### config.mk
export PLATFORM = sky130hd
export DESIGN_NAME = step_clock_ctrl_flat
export DESIGN_NICKNAME = d
export VERILOG_FILES = /design/src/rtl/step_clock_ctrl_if.sv /design/src/rtl/step_clock_ctrl.sv /design/src/flat_wrapper.sv
export SDC_FILE = /design/constraint.sdc
export NUM_CORES = 1
export LEC_CHECK = 0
export CORE_ASPECT_RATIO = 1.2
export CORE_MARGIN = 8
export CORE_UTILIZATION = 60
export DETAILED_ROUTE_END_ITERATION = 16
export HOLD_SLACK_MARGIN = 0.05
export PLACE_DENSITY = 0.83
export SLEW_MARGIN = 5
export SYNTH_ARGS = -nofsm -noshare
export SYNTH_HDL_FRONTEND = slang
export SYNTH_SLANG_ARGS = --single-unit
### constraint.sdc
create_clock -name clk -period 5.82 [get_ports clk]
set_clock_uncertainty 0.15 [all_clocks]
set_input_delay 1.164 -clock clk [delete_from_list [all_inputs] [get_ports clk]]
set_output_delay 1.164 -clock clk [all_outputs]
set_load 0.02 [all_outputs]
### src/rtl/step_clock_ctrl_if.sv
// Front-panel inputs and 74HCT74 control pins of step_clock_ctrl.
// preset_req exists only when STEP_CLOCK_PRESET_EN is defined.
interface step_clock_ctrl_if;
    logic       run_btn;
    logic       step_btn;
    logic       halt_req;
`ifdef STEP_CLOCK_PRESET_EN
    logic       preset_req;
`endif
    logic       cp;
    logic       _rd;
    logic       _sd;
    logic       running;
    logic [7:0] step_count;

`ifdef STEP_CLOCK_PRESET_EN
    modport master (
        output run_btn, step_btn, halt_req, preset_req,
        input  cp, _rd, _sd, running, step_count
    );
    modport slave (
        input  run_btn, step_btn, halt_req, preset_req,
        output cp, _rd, _sd, running, step_count
    );
`else
    modport master (
        output run_btn, step_btn, halt_req,
        input  cp, _rd, _sd, running, step_count
    );
    modport slave (
        input  run_btn, step_btn, halt_req,
        output cp, _rd, _sd, running, step_count
    );
`endif
endinterface

### src/rtl/step_clock_ctrl.sv
// Clock/reset sequencer driving CP, _RD and _SD of a 74HCT74 stage from panel buttons.
// Define STEP_CLOCK_PRESET_EN to add the preset_req input and its one-clock _SD pulse.
module step_clock_ctrl #(
    parameter int unsigned RESET_CYCLES = 4,
    parameter int unsigned DEBOUNCE     = 3
) (
    input logic              clk,
    input logic              reset,
    step_clock_ctrl_if.slave bus
);

    typedef enum logic [2:0] {StInit, StIdle, StRun, StStep, StHalted} state_e;

    localparam logic [3:0] DebLast  = 4'(DEBOUNCE - 1);
    localparam logic [7:0] InitLast = 8'(RESET_CYCLES - 1);

    // Button bit 0 is run, bit 1 is step.
    logic [1:0]      sync1_q, sync1_d;
    logic [1:0]      sync2_q, sync2_d;
    logic [1:0]      deb_q, deb_d;
    logic [1:0][3:0] deb_cnt_q, deb_cnt_d;
    logic [1:0]      press;
    logic            run_press, step_press;

    state_e     state_q, state_d;
    logic       cp_q, cp_d;
    logic       rd_n_q, rd_n_d;
    logic       sd_n_q, sd_n_d;
    logic       running_q, running_d;
    logic [7:0] step_count_q, step_count_d;
    logic [7:0] init_cnt_q, init_cnt_d;
    logic       stop_pend_q, stop_pend_d;
    logic       halt_pend_q, halt_pend_d;
    logic       stop_now, halt_now;
    logic       preset_edge;

`ifdef STEP_CLOCK_PRESET_EN
    logic preset_prev_q, preset_prev_d;
    assign preset_prev_d = bus.preset_req;
    assign preset_edge   = bus.preset_req & ~preset_prev_q;
`else
    assign preset_edge = 1'b0;
`endif

    // Debounced level flips after DEBOUNCE consecutive samples disagreeing with it.
    always_comb begin
        sync1_d   = {bus.step_btn, bus.run_btn};
        sync2_d   = sync1_q;
        deb_d     = deb_q;
        deb_cnt_d = '0;
        press     = '0;
        for (int b = 0; b < 2; b++) begin
            if (sync2_q[b] != deb_q[b]) begin
                if (deb_cnt_q[b] == DebLast) begin
                    deb_d[b] = sync2_q[b];
                    press[b] = sync2_q[b];
                end else begin
                    deb_cnt_d[b] = deb_cnt_q[b] + 4'd1;
                end
            end
        end
    end

    assign run_press  = press[0];
    assign step_press = press[1];

    always_comb begin
        state_d     = state_q;
        cp_d        = 1'b0;
        rd_n_d      = 1'b1;
        sd_n_d      = 1'b1;
        init_cnt_d  = init_cnt_q;
        stop_pend_d = 1'b0;
        halt_pend_d = 1'b0;
        stop_now    = 1'b0;
        halt_now    = 1'b0;

        unique case (state_q)
            StInit: begin
                rd_n_d = 1'b0;
                if (init_cnt_q == InitLast) begin
                    state_d = StIdle;
                    rd_n_d  = 1'b1;
                end else begin
                    init_cnt_d = init_cnt_q + 8'd1;
                end
            end
            StIdle: begin
                if (preset_edge) begin
                    sd_n_d = 1'b0;
                end else if (run_press) begin
                    state_d = StRun;
                    cp_d    = 1'b1;
                end else if (step_press) begin
                    state_d = StStep;
                    cp_d    = 1'b1;
                end
            end
            StRun: begin
                stop_now = stop_pend_q | run_press;
                halt_now = halt_pend_q | bus.halt_req;
                // Requests only take effect on a falling cp edge so no high phase is cut short.
                if (cp_q) begin
                    if (halt_now) begin
                        state_d = StHalted;
                    end else if (stop_now) begin
                        state_d = StIdle;
                    end
                end else begin
                    cp_d        = 1'b1;
                    stop_pend_d = stop_now;
                    halt_pend_d = halt_now;
                end
            end
            StStep: begin
                state_d = StIdle;
            end
            StHalted: begin
                if (preset_edge) begin
                    sd_n_d = 1'b0;
                end else if (run_press && !bus.halt_req) begin
                    state_d = StRun;
                    cp_d    = 1'b1;
                end else if (step_press) begin
                    state_d = StStep;
                    cp_d    = 1'b1;
                end
            end
            default: begin
                state_d = StInit;
                rd_n_d  = 1'b0;
            end
        endcase

        running_d    = (state_d == StRun);
        step_count_d = step_count_q;
        if (cp_d && !cp_q) begin
            step_count_d = step_count_q + 8'd1;
        end
    end

    always_ff @(posedge clk) begin
        if (reset) begin
            sync1_q       <= '0;
            sync2_q       <= '0;
            deb_q         <= '0;
            deb_cnt_q     <= '0;
            state_q       <= StInit;
            cp_q          <= 1'b0;
            rd_n_q        <= 1'b0;
            sd_n_q        <= 1'b1;
            running_q     <= 1'b0;
            step_count_q  <= '0;
            init_cnt_q    <= '0;
            stop_pend_q   <= 1'b0;
            halt_pend_q   <= 1'b0;
`ifdef STEP_CLOCK_PRESET_EN
            preset_prev_q <= 1'b0;
`endif
        end else begin
            sync1_q       <= sync1_d;
            sync2_q       <= sync2_d;
            deb_q         <= deb_d;
            deb_cnt_q     <= deb_cnt_d;
            state_q       <= state_d;
            cp_q          <= cp_d;
            rd_n_q        <= rd_n_d;
            sd_n_q        <= sd_n_d;
            running_q     <= running_d;
            step_count_q  <= step_count_d;
            init_cnt_q    <= init_cnt_d;
            stop_pend_q   <= stop_pend_d;
            halt_pend_q   <= halt_pend_d;
`ifdef STEP_CLOCK_PRESET_EN
            preset_prev_q <= preset_prev_d;
`endif
        end
    end

    assign bus.cp         = cp_q;
    assign bus._rd        = rd_n_q;
    assign bus._sd        = sd_n_q;
    assign bus.running    = running_q;
    assign bus.step_count = step_count_q;

    // Clear and preset low together would force Q and /Q high in the 7474.
    a_no_rd_sd_low: assert property (@(posedge clk) disable iff (reset) (rd_n_q || sd_n_q));

endmodule

### src/flat_wrapper.sv
// flat-port wrapper written by rule: the top's interface ports become plain ports
module step_clock_ctrl_flat 
#(
    parameter int unsigned RESET_CYCLES = 4,
    parameter int unsigned DEBOUNCE     = 3
)
  (clk, reset, bus_run_btn, bus_step_btn, bus_halt_req, bus_cp, bus__rd, bus__sd, bus_running, bus_step_count);
  step_clock_ctrl_if bus_i ();
  input logic clk;
  input logic reset;
  input wire logic [$bits(bus_i.run_btn)-1:0] bus_run_btn;
  input wire logic [$bits(bus_i.step_btn)-1:0] bus_step_btn;
  input wire logic [$bits(bus_i.halt_req)-1:0] bus_halt_req;
  output wire logic [$bits(bus_i.cp)-1:0] bus_cp;
  output wire logic [$bits(bus_i._rd)-1:0] bus__rd;
  output wire logic [$bits(bus_i._sd)-1:0] bus__sd;
  output wire logic [$bits(bus_i.running)-1:0] bus_running;
  output wire logic [$bits(bus_i.step_count)-1:0] bus_step_count;
  assign bus_i.run_btn = bus_run_btn;
  assign bus_i.step_btn = bus_step_btn;
  assign bus_i.halt_req = bus_halt_req;
  assign bus_cp = bus_i.cp;
  assign bus__rd = bus_i._rd;
  assign bus__sd = bus_i._sd;
  assign bus_running = bus_i.running;
  assign bus_step_count = bus_i.step_count;
  step_clock_ctrl #(.RESET_CYCLES(RESET_CYCLES), .DEBOUNCE(DEBOUNCE)) u_core (.clk(clk), .reset(reset), .bus(bus_i));
endmodule
==> results by group <==
Die
  • Initial Util: 62.2%
  • Core Area: 2760 µm²
  • Die Width: 64.8 µm
  • Io pins: 17
  • Std cell rows: 21
  • Die Ht: 74.6 µm
  • Die Area: 4840 µm²

Power and ir drop
  • Comb pwr share: 12.5%
  • Clock group share of total power: 26.8%
  • Switching pwr: 125 µW
  • LEAKAGE: 0.000701 µW
  • Internal power: 343 µW
  • Largest vdd supply drop: 181 µV
  • P per Cell Area: 243 nW/µm²
  • Switching Share: 26.8%
  • Seq pwr share: 60.7%

STA
  • Final setup violation count: 0
  • Tcrit/Tclk final: 51.4%
  • F_max: 0.334 GHz
  • Crit path time final: 2990 ps
  • Tightest Pin Transition: 1120 ps
  • Max-slew violation count: 0
  • Slew headroom: 24.8%
  • Final Hold Fails: 0
  • Unrepaired setup endpoints after global routing: no
  • Setup TNS Final: 0 ps

Global routing
  • Initial antenna violation count: 0
  • First-pass GRT wire length: 5320 µm
  • Largest net degree at the start of global routing: 36
  • Tot GR Track Use: 14.2%
  • Vias in the first global route: 1228
  • Total grt overflow: 0

Clocking
  • Root buffer cell: clkbuf_4
  • CTS max path bufs: 2
  • Setup Buffers After CTS: 0
  • TritonCTS Sinks: 38
  • Post_cts resized: 0
  • Total CTS buffers: 5
  • Hold_buf cts: 0
  • Worst-Skew Late Latency: 350 ps
  • Clock Pin Slew Worst Setup and Hold Paths: 110 ps
  • H-tree depth: 2
  • CTS tree: yes

Setup path
  • CP Capture Type: register
  • R2R Path End: u_core.bus.step_count[7]$_SDFFE_PP0P_
  • End point of the critical path: u_core.bus.running$_SDFF_PP0_
  • Req. time, crit path: 5910 ps
  • Crit-path leading delay family: buffers and inverters
  • Crit path DAT: 3080 ps
  • Flop-to-flop setup slack: 3530 ps
  • Largest stage delay on the critical path: 1220 ps
  • R2R cell count: 7
  • Worst-path maximum fanout: 35
  • Crit start category: input port
  • Critical path depth: 4
  • CP max stage cell: clkdlybuf4s50_1
  • Buffers and inverters on the worst path: 1
  • Cells along the critical path: clkdlybuf4s50_1 -> nand2b_1 -> o221ai_1 -> and4b_1
  • Worst setup path start: reset
  • Kind of critical path: in -> reg
  • Worst reg2reg startpoint: u_core.deb_cnt_q[0]$_SDFF_PP0_

Run status
  • Status: finished, final reports clean

Routing
  • Final wirelength: 3080 µm
  • Routed Antenna Nets: 0
  • DRT iter0 DRCs: 24
  • Vias per cell: 5.64
  • Drt wl/cell: 13.2 µm
  • DRC Markers: 0
  • TritonRoute pass-1 iters: 4
  • Vias: 1315

Synth
  • Synth top area share: 44.3%
  • Count leader, synth: dfxtp_1
  • Synth cell types: 46
  • Synth top area cells: dfxtp_1 (44%), nor2_1 (5.9%), ha_1 (4.4%), xor2_1 (3.6%), nor2b_1 (3.3%)
  • Synth area leader: dfxtp_1
  • Dominant synthesized flop cell: dfxtp_1
  • Post-synth top cells: dfxtp_1 (38), nor2_1 (27), nand3_1 (11)
  • Mapped Area: 1720 µm²
  • Mapped Cells: 183
  • Number of synthesized register bits: 38
  • EDFF count, synth: 0
  • Register area share after synthesis: 44.3%
  • Post-synth ARST share: 0%
  • Post-Syn Nets: 194
  • Synth warnings: 0
  • Syn Area/Cell: 9.38 µm²

Final layout
  • Ant diodes: 0
  • Layout cells sized above 1: 12.1%
  • Area grow syn2layout: 12.3%
  • Finished Core Util: 69.9%
  • Nets@finish: 210

Placement
  • Buffers on Ports: 15
  • Post-DP HPWL: 2300 µm
  • Gpl congestion: 0.831

Job
  • MaxCap Viol Count: 0

Min path
  • Hold Crit Class: reg -> reg
  • Hold path start: u_core.sync1_q[0]$_SDFF_PP0_
==> how the worst min path moves through the flow <==
stage                                         to  slack (ps)  depth (start not counted)
floorplan           u_core.sync2_q[0]$_SDFF_PP0_         260                          1
global placement    u_core.sync2_q[1]$_SDFF_PP0_         280                          1
detailed placement  u_core.sync2_q[0]$_SDFF_PP0_         280                          1
CTS                 u_core.sync2_q[0]$_SDFF_PP0_         300                          1
global route        u_core.sync2_q[0]$_SDFF_PP0_         320                          1
finish              u_core.sync2_q[0]$_SDFF_PP0_         290                          1
==> flip-flops by register name (all words and copies together), names as in the netlist <==
signal,cells
u_core.sync2_q,2
u_core.bus._rd,1
u_core.halt_pend_q,1
u_core.bus.step_count,8
u_core.deb_q,2
u_core.sync1_q,2
u_core.deb_cnt_q,8
u_core.bus.running,1
u_core.stop_pend_q,1
u_core.bus.cp,1
u_core.init_cnt_q,8
u_core.state_q,3
==> through the flow <==
step | power [µW] | worst slack [ps] | cell area, µm² | instances | hold WS [ps]
after floorplan | 332 | 3290 | 1720 | 183 | 264
after global placement | 345 | 2570 | 1880 | 226 | 276
after detailed placement | 349 | 2460 | 1880 | 226 | 279
after CTS | 470 | 2830 | 1930 | 233 | 303
after global routing | 490 | 2700 | 1930 | 233 | 318
final | 468 | 2830 | 1930 | 233 | 294
==> cell type report <==
class                      count  area [µm²]
fill                         219         831
tap                           34        42.5
sequential                    38         761
multi-input combinational    137         920
inverter                       2        7.51
clock buffer                   5        37.5
clock inverter                 2        10.0
timing repair buffer          15         150
==> power groups by stage <==
stage	registers (µW)	logic [µW]	clock network (µW)
3_5_place_dp	290	58.9	0
2_1_floorplan	287	45.2	0
4_1_cts	284	59.5	127
3_3_place_gp	288	56.8	0
6_report	284	58.3	125
5_1_grt	286	67.5	136
==> placed cells by master (no fill, tap or decap), drive strengths merged, types with 3 or more instances in the layout <==
cell	count
dfxtp	38
nor2	27
clkdlybuf4s50	15
nand3	12
nor3	9
a21oi	9
nor2b	9
xor2	7
nand2	6
xnor2	6
ha	6
clkbuf	5
mux2	5
o21ai	4
and2b	3
mux2i	3
or3	3
nand2b	3
==> metal layers <==
metal	wire length, µm	track usage, %	vias up	part of all wire (%)
met5	0	0	-	0
met4	54	6.07	0	1.8
met3	146	6.02	5	4.7
met2	1570	25.1	20	51
met1	1310	14.4	626	42
li1	-	-	664	-
==> cells by family after synthesis <==
group / synth area share [%]
and+or+nand+nor: 27.6
adders and majority gates: 4.37
buffers and inverters: 2.11
xor gates and xnor gates: 6.63
AOI/OAI and AO/OA: 9.77
muxes: 5.03
other: 0.218
DFF: 44.3
No activity file was read; power rests on OpenSTA's default activity.
